## src/rtl/sum_acc_pkg.sv

```systemverilog
// Shared types and widths for the sum accumulator slice.
// Latency: n/a (declarations only).
// Backpressure: n/a.
//
// Contents: FSM state enum, accumulator width (16) and sample width (9,
// i.e. 8-bit adder result plus carry).
package sum_acc_pkg;

  localparam int ACC_W    = 16;
  localparam int SAMPLE_W = 9;

  typedef enum logic [1:0] {
    ACCUM  = 2'd0,
    OUT_LO = 2'd1,
    OUT_HI = 2'd2
  } acc_state_t;

endpackage

```

## src/rtl/sum_accumulator_sat_add.sv

```systemverilog
// Saturating adder: ACC_W-bit accumulator plus zero-extended SAMPLE_W-bit sample.
// Latency: combinational, zero cycles.
// Backpressure: none; pure function of its inputs.
//
// Ports:
//   acc    in  ACC_W     current accumulator value
//   sample in  SAMPLE_W  unsigned sample to add
//   sum    out ACC_W     acc + sample, clamped to all-ones
//   sat    out 1         the unclamped sum did not fit in ACC_W bits
module sat_add
  import sum_acc_pkg::*;
(
  input  logic [ACC_W-1:0]    acc,
  input  logic [SAMPLE_W-1:0] sample,
  output logic [ACC_W-1:0]    sum,
  output logic                sat
);

  // One extra bit of headroom; the carry out of the top bit is the overflow.
  logic [ACC_W:0] raw_sum;

  assign raw_sum = {1'b0, acc} + {{(ACC_W + 1 - SAMPLE_W){1'b0}}, sample};
  assign sat     = raw_sum[ACC_W];
  assign sum     = sat ? {ACC_W{1'b1}} : raw_sum[ACC_W-1:0];

endmodule

```

## src/rtl/sum_accumulator.sv

```systemverilog
// Accumulates 9-bit sums of a frame into a saturating 16-bit total, then emits it as two bytes.
// Latency: low byte valid the cycle after the last sample is accepted; high byte one handshake later.
// Backpressure: in_ready drops for the whole output phase; output bytes hold until out_ready.
//
// Ports:
//   clk, rst              rising-edge clock, synchronous active-high reset
//   in_valid/in_ready     upstream handshake; sample is {in_carry, in_data}
//   in_data, in_carry     adder result byte and carry
//   in_last               sample closes the frame (and is included in the total)
//   out_valid/out_ready   downstream handshake
//   out_data, out_last    total low byte then high byte; out_last marks the high byte
//   count                 samples accepted this frame, saturating at all-ones
//   ovf                   sticky: this frame's total saturated
module sum_accumulator
  import sum_acc_pkg::*;
#(
  parameter int CNT_W = 8
) (
  input  logic             clk,
  input  logic             rst,
  input  logic             in_valid,
  output logic             in_ready,
  input  logic [7:0]       in_data,
  input  logic             in_carry,
  input  logic             in_last,
  output logic             out_valid,
  input  logic             out_ready,
  output logic [7:0]       out_data,
  output logic             out_last,
  output logic [CNT_W-1:0] count,
  output logic             ovf
);

  localparam logic [CNT_W-1:0] CNT_MAX = {CNT_W{1'b1}};
  localparam logic [CNT_W-1:0] CNT_ONE = {{(CNT_W-1){1'b0}}, 1'b1};

  acc_state_t          state_q;
  logic [ACC_W-1:0]    acc_q;
  logic [CNT_W-1:0]    count_q;
  logic                ovf_q;

  logic [SAMPLE_W-1:0] sample;
  logic [ACC_W-1:0]    acc_next;
  logic                acc_sat;
  logic                accept;

  assign sample = {in_carry, in_data};
  assign accept = in_valid & in_ready;

  sat_add u_sat_add (
    .acc    (acc_q),
    .sample (sample),
    .sum    (acc_next),
    .sat    (acc_sat)
  );

  always_ff @(posedge clk) begin
    if (rst) begin
      state_q <= ACCUM;
      acc_q   <= '0;
      count_q <= '0;
      ovf_q   <= 1'b0;
    end else begin
      case (state_q)
        ACCUM: begin
          if (accept) begin
            acc_q <= acc_next;
            // Once saturated acc is all-ones, so any further add re-saturates
            // and the flag simply stays set.
            ovf_q <= ovf_q | acc_sat;
            if (count_q != CNT_MAX) begin
              count_q <= count_q + CNT_ONE;
            end
            if (in_last) begin
              state_q <= OUT_LO;
            end
          end
        end
        OUT_LO: begin
          if (out_ready) begin
            state_q <= OUT_HI;
          end
        end
        OUT_HI: begin
          // Frame fully delivered: start the next one from a clean slate.
          if (out_ready) begin
            state_q <= ACCUM;
            acc_q   <= '0;
            count_q <= '0;
            ovf_q   <= 1'b0;
          end
        end
        default: begin
          state_q <= ACCUM;
        end
      endcase
    end
  end

  // Outputs decode only from registered state, so there is no
  // combinational path from any input to any output.
  always_comb begin
    in_ready  = 1'b0;
    out_valid = 1'b0;
    out_data  = 8'h00;
    out_last  = 1'b0;
    case (state_q)
      ACCUM: begin
        in_ready = 1'b1;
      end
      OUT_LO: begin
        out_valid = 1'b1;
        out_data  = acc_q[7:0];
      end
      OUT_HI: begin
        out_valid = 1'b1;
        out_data  = acc_q[15:8];
        out_last  = 1'b1;
      end
      default: begin
        in_ready = 1'b0;
      end
    endcase
  end

  assign count = count_q;
  assign ovf   = ovf_q;

endmodule
```

## config.mk

```make
export PLATFORM = sky130hd
export DESIGN_NAME = sum_accumulator
export DESIGN_NICKNAME = d
export VERILOG_FILES = /design/src/rtl/sum_acc_pkg.sv /design/src/rtl/sum_accumulator_sat_add.sv /design/src/rtl/sum_accumulator.sv
export SDC_FILE = /design/constraint.sdc
export NUM_CORES = 1
export LEC_CHECK = 0
export BUFFER_PORTS_ARGS = -buffer_cell sky130_fd_sc_hd__buf_4
export CAP_MARGIN = 0
export CORE_AREA = 10 10 66 90
export DETAILED_ROUTE_END_ITERATION = 7
export DIE_AREA = 0 0 76 100
export PLACE_DENSITY = 0.66
export SKIP_CTS_REPAIR_TIMING = 1
export SYNTH_ARGS = -nofsm -noshare
export SYNTH_HDL_FRONTEND = slang
export SYNTH_SLANG_ARGS = --single-unit
export TNS_END_PERCENT = 30
```

## constraint.sdc

```tcl
create_clock -name clk -period 5.9 [get_ports clk]
set_input_delay 0.59 -clock clk [delete_from_list [all_inputs] [get_ports clk]]
set_output_delay 0.59 -clock clk [all_outputs]
set_load 0.005 [all_outputs]
```

==> results of run 1 <==
per-layer routing:
layer / global-route usage (%) / part of all wire (%)
met5: 0 / 0
met4: 4.532 / 1.3
met3: 2.952 / 5.5
met2: 23.16 / 52
met1: 13.05 / 41
cell families (layout without fill, tap and decap cells):
kind of cell,after synthesis,count (layout),share of synthesized area [%]
and+or+nand+nor,92,92,27.07
AOI/OAI and AO/OA,60,60,22.89
DFF,27,27,28.67
adders and majority gates,15,15,10.35
buffers and inverters,12,43,2.853
xor gates and xnor gates,10,10,4.645
muxes,6,6,3.517
critical path: stages:
cell	delay, ps
buf_4	110
ha_1	210
fa_1	430
a211oi_2	270
o21ai_2	110
o22a_4	250
and3_1	280
o31ai_2	260
a21oi_1	90
area by class of cell:
class	instances	area, sq um
clock buffer	4	45.04
fill	446	2166
inverter	6	22.52
multi-input combinational	183	1291
sequential	27	540.5
tap	62	77.57
timing repair buffer	33	247.7
flip-flops by register name, summed over array words and instances, names as in the netlist:
name	flops
ovf	1
state_q	2
acc_q	16
count	8
synthesized netlist by cell type (2+ instances only):
cell type	n
o21ai_0	9
ha_1	14
inv_1	5
xor2_1	7
nor3_2	6
clkbuf_1	4
a21oi_1	16
mux2i_1	4
a21o_1	2
xnor2_1	3
o311ai_1	2
a31oi_1	3
nor3_1	4
and3_1	4
o21ai_1	2
nand2_1	28
o211ai_1	4
nand3b_1	2
dfxtp_1	27
nand4_1	5
nor2b_1	9
nor2_1	13
nand3_1	9
a22oi_1	8
a32oi_1	2
per-stage QoR:
| stage | utilization [%] | instances | area (sq um) | power, mW | worst slack (ps) |
|---|---|---|---|---|---|
| after global placement | 49.64 | 311 | 2180 | 0.6948 | 3171 |
| after detailed placement | 49.64 | 311 | 2180 | 0.6997 | 3139 |
| final | 50.67 | 315 | 2225 | 0.7979 | 3440 |
| after CTS | 50.67 | 315 | 2225 | 0.8035 | 3421 |
| after global routing | 50.67 | 315 | 2225 | 0.8630 | 3334 |
| after floorplan | - | 222 | 1886 | 0.5777 | 3392 |
worst max-delay path by stage:
stage / end / cells after the start
floorplan: acc_q[7]$_SDFFE_PP0P_ / 9
global placement: acc_q[7]$_SDFFE_PP0P_ / 9
detailed placement: acc_q[7]$_SDFFE_PP0P_ / 9
CTS: acc_q[7]$_SDFFE_PP0P_ / 9
global route: acc_q[7]$_SDFFE_PP0P_ / 9
finish: acc_q[7]$_SDFFE_PP0P_ / 9
report_power, final:
| group | internal, mW | leakage, nW | switching, mW |
|---|---|---|---|
| registers | 0.214 | 0.220 | 0.0366 |
| clock network | 0.0484 | 0.0228 | 0.0549 |
| logic | 0.189 | 0.688 | 0.254 |
==> summary.md, run 1 <==
| Metric | Value |
|---|---|
| Die W | 76 um |
| CTS root buf | clkbuf_8 |
| Reg2Reg Depth | 8 |
| CTS Buf Count | 3 |
| Final worst path period need | 2461 ps |
| Via count of the first global-routing pass | 1816 |
| Clock Pin Slew Worst Setup and Hold Paths | 90 ps |
| Clock Path Buffers | 2 |
| DR pass1 iterations | 7 |
| Full die area | 7600 sq um |
| DR iter-0 viols | 61 |
| Worst Hold Class | register to register |
| Max IR drop VDD | 0.1605 mV |
| Antenna cells | 0 |
| Gpl congestion | 0.8015 |
| Area delta synth->final | 17.98% |
| Number of flops mapped to enable cells by yosys | 0 |
| Syn Area/Cell | 8.494 sq um |
| R2r endpoint | acc_q[7]$_SDFFE_PP0P_ |
| Initial core utilization | 42.95% |
| DR vias | 1765 |
| Synth Register Bits | 27 |
| Fraction of registers with async set/reset | 0% |
| Pin count of the biggest net entering global routing | 19 |
| TNS Setup | 0 ps |
| Final ANT Viol Nets | 0 |
| Post-synth top area cell | dfxtp_1 |
| # setup viols final | 0 |
| Crit. Startpoint | in_data[0] |
| Max Cap Violations | 0 |
| CP endpoint kind | register |
| Netlist cell types | 55 |
| Clk_lat worst skew | 270 ps |
| Sequential area share after synthesis | 28.67% |
| CTS tree | yes |
| Clk sinks | 27 |
| WL per Instance | 15.29 um |
| Endpoint, Worst Hold | acc_q[0]$_SDFFE_PP0P_ |
| Initial antenna violation count | 0 |
| Total Nets Final | 283 |
| Final global-route overflow total | 0 |
| Cells taking the most area after synthesis | dfxtp_1 29%, ha_1 9.3%, nand2_1 5.6% |
| Syn nets | 251 |
| Fmax | 0.4064 GHz |
| Leak Pwr | 0.9304 nW |
| CP Class | input port to register |
| Share of layout cells above drive strength 1 | 23.32% |
| Yosys top cell area share | 28.67% |
| Number of buffers added on ports | 33 |
| Post-Syn Area | 1886 sq um |
| Vias per cell | 5.603 |
| Reg2reg setup slack | 3530 ps |
| R2R Path Start | acc_q[0]$_SDFFE_PP0P_ |
| Unrepaired setup endpoints after global routing | false |
| Status | finished, final reports clean |
| Top FF cell, synth | dfxtp_1 |
| Startpoint types | input port |
| Worst-margin pin slew | 776.0 ps |
| Die Span Y | 100 um |
| Commonest non-fill, non-tap cell in the layout | buf_4 |
| Worst Path Required | 6060 ps |
| Core footprint | 4390 sq um |
| Slew Viols, Final | 0 |
| Slew HR | 47.98% |
| Site Rows | 29 |
| DP HPWL | 3.848 mm |
| Hold_ws | 476.0 ps |
| First-pass GRT wire length | 8.017 mm |
| Critical path fanouts, max | 10 |
| CP arrival | 2620 ps |
| Final wirelength | 4.815 mm |
| Worst Clk Skew | 3.413 ps |
| Worst hold path depth | 2 |
| Crit share post-route | 41.70% |
| Cell area power density | 358.7 nW/um^2 |
| # IOs | 34 |
| Syn. warnings | 0 |
| Fin. Hold Viols | 0 |
| H-Tree Depth | 1 |
| Cells after Synth | 222 |
| Most frequent cells in the layout | 33 x buf_4, 28 x nand2_1, 27 x dfxtp_1, 16 x a21oi_1, 14 x ha_1 |
| Drc violations | 0 |
| GR Util All Layers | 12.37% |
| HP Start | acc_q[0]$_SDFFE_PP0P_ |
No activity file was read; power rests on OpenSTA's default activity.
==> inputs of run 2 (changes only) <==
- PLACE_DENSITY: 0.66 -> 0.69
- clock period: 5.9 -> 2.2 ns (I/O delays scaled with it)
==> summary.md, run 2 (synthesis results as in run 1) <==
| Metric | Value |
|---|---|
| Die Span Y | 100 um |
| Share of layout cells above drive strength 1 | 28.24% |
| Antenna cells | 0 |
| GR Util All Layers | 12.44% |
| Crit share post-route | 96.29% |
| CTS tree | yes |
| Most frequent cells in the layout | 42 x buf_4, 28 x nand2_1, 27 x dfxtp_1, 15 x a21oi_1 |
| Clock Path Buffers | 2 |
| Max FFs per register | 16 |
| Leak Pwr | 0.9745 nW |
| Core footprint | 4390 sq um |
| Final global-route overflow total | 0 |
| Post-route cell area | 2327 sq um |
| Vias per cell | 5.478 |
| CTS Buf Count | 3 |
| Worst Hold Class | input port to register |
| CP endpoint kind | register |
| Commonest non-fill, non-tap cell in the layout | buf_4 |
| Area delta synth->final | 23.42% |
| Final ANT Viol Nets | 0 |
| Worst Clk Skew | 1.623 ps |
| Reg2Reg Depth | 6 |
| # setup viols final | 0 |
| CTS root buf | clkbuf_8 |
| Worst Setup Slack post-DPL | -87.84 ps |
| Gpl congestion | 0.8502 |
| H-Tree Depth | 1 |
| Worst Path Required | 2350 ps |
| Fmax | 0.4721 GHz |
| Startpoint types | register |
| DP Area | 2250 sq um |
| Post-Route Utilization | 53.01% |
| Final worst path period need | 2118 ps |
| Critical path fanouts, max | 5 |
| DR vias | 1775 |
| Clk sinks | 27 |
| Clock Pin Slew Worst Setup and Hold Paths | 90 ps |
| Site Rows | 29 |
| Pin count of the biggest net entering global routing | 19 |
| CP arrival | 2260 ps |
| Layout fillers | 427 |
| Initial antenna violation count | 0 |
| First-pass GRT wire length | 8.038 mm |
| Die W | 76 um |
| Initial core utilization | 42.95% |
| Clk_lat worst skew | 270 ps |
| Slew HR | 75.93% |
| CP Class | register to register |
| Cell area power density | 965.9 nW/um^2 |
| Unrepaired setup endpoints after global routing | false |
| WL per Instance | 14.96 um |
| Final setup margin | 81.64 ps |
| Status | finished, final reports clean |
| Hold_ws | 289.7 ps |
| Top reg by flops | acc_q |
| Max IR drop VDD | 0.4380 mV |
| Total power | 2.248 mW |
| Total Nets Final | 292 |
| Drc violations | 0 |
| Worst-margin pin slew | 359.7 ps |
| Fin. Hold Viols | 0 |
| Final wirelength | 4.847 mm |
| Number of buffers added on ports | 33 |
| Slew Viols, Final | 0 |
| Max Cap Violations | 0 |
| Via count of the first global-routing pass | 1753 |
| DR iter-0 viols | 81 |
| DP HPWL | 3.851 mm |
| # IOs | 34 |
| DR pass1 iterations | 4 |
| Full die area | 7600 sq um |
| Worst hold path depth | 2 |
run 2: final cells by class:
class | instances | area [sq um] | area share, %
flip-flops and latches | 27 | 540.5 | 23.23
repair buffers | 42 | 315.3 | 13.55
clock buffers | 4 | 45.04 | 1.935
inverters | 6 | 22.52 | 0.9677
multi-input cells | 183 | 1326 | 56.99
well taps | 62 | 77.57 | 3.333
run 2: metrics by stage:
step	instances	TNS, ps
finish	324	0
global route	324	0
CTS	324	-110.9
detailed placement	320	-228.1
global placement	320	-48.61
floorplan	222	0
run 2: path summary, 6_finish.rpt:
kind                                       startpoint  slack, ps                     end
worst max-delay path            acc_q[2]$_SDFFE_PP0P_         80  acc_q[11]$_SDFFE_PP0P_
worst min-delay path                              rst        290   count[0]$_SDFFE_PP0P_
worst max register to register  acc_q[2]$_SDFFE_PP0P_         80  acc_q[11]$_SDFFE_PP0P_
worst min register to register  acc_q[6]$_SDFFE_PP0P_        480   acc_q[6]$_SDFFE_PP0P_
run 2: worst max-delay path, stage by stage, from the launching register on:
cell and delay [ps]:
dfxtp_1 350, ha_1 360, nor2b_2 210, a31oi_2 170, o31a_1 440, o311ai_1 320
o311ai_1 150
run 2: power by group:
group	internal, mW	switching (mW)
Clock	0.130	0.155
Combinational	0.570	0.723
Sequential	0.574	0.0952
Total	1.27	0.974
run 2: layer usage:
| layer | up-vias | part of all wire (%) | GRT usage, % |
|---|---|---|---|
| met5 | - | 0 | 0 |
| met4 | 0 | 1.6 | 5.848 |
| met3 | 6 | 4.0 | 2.326 |
| met2 | 26 | 51 | 23.23 |
| met1 | 847 | 43 | 13.09 |
| li1 | 896 | - | - |
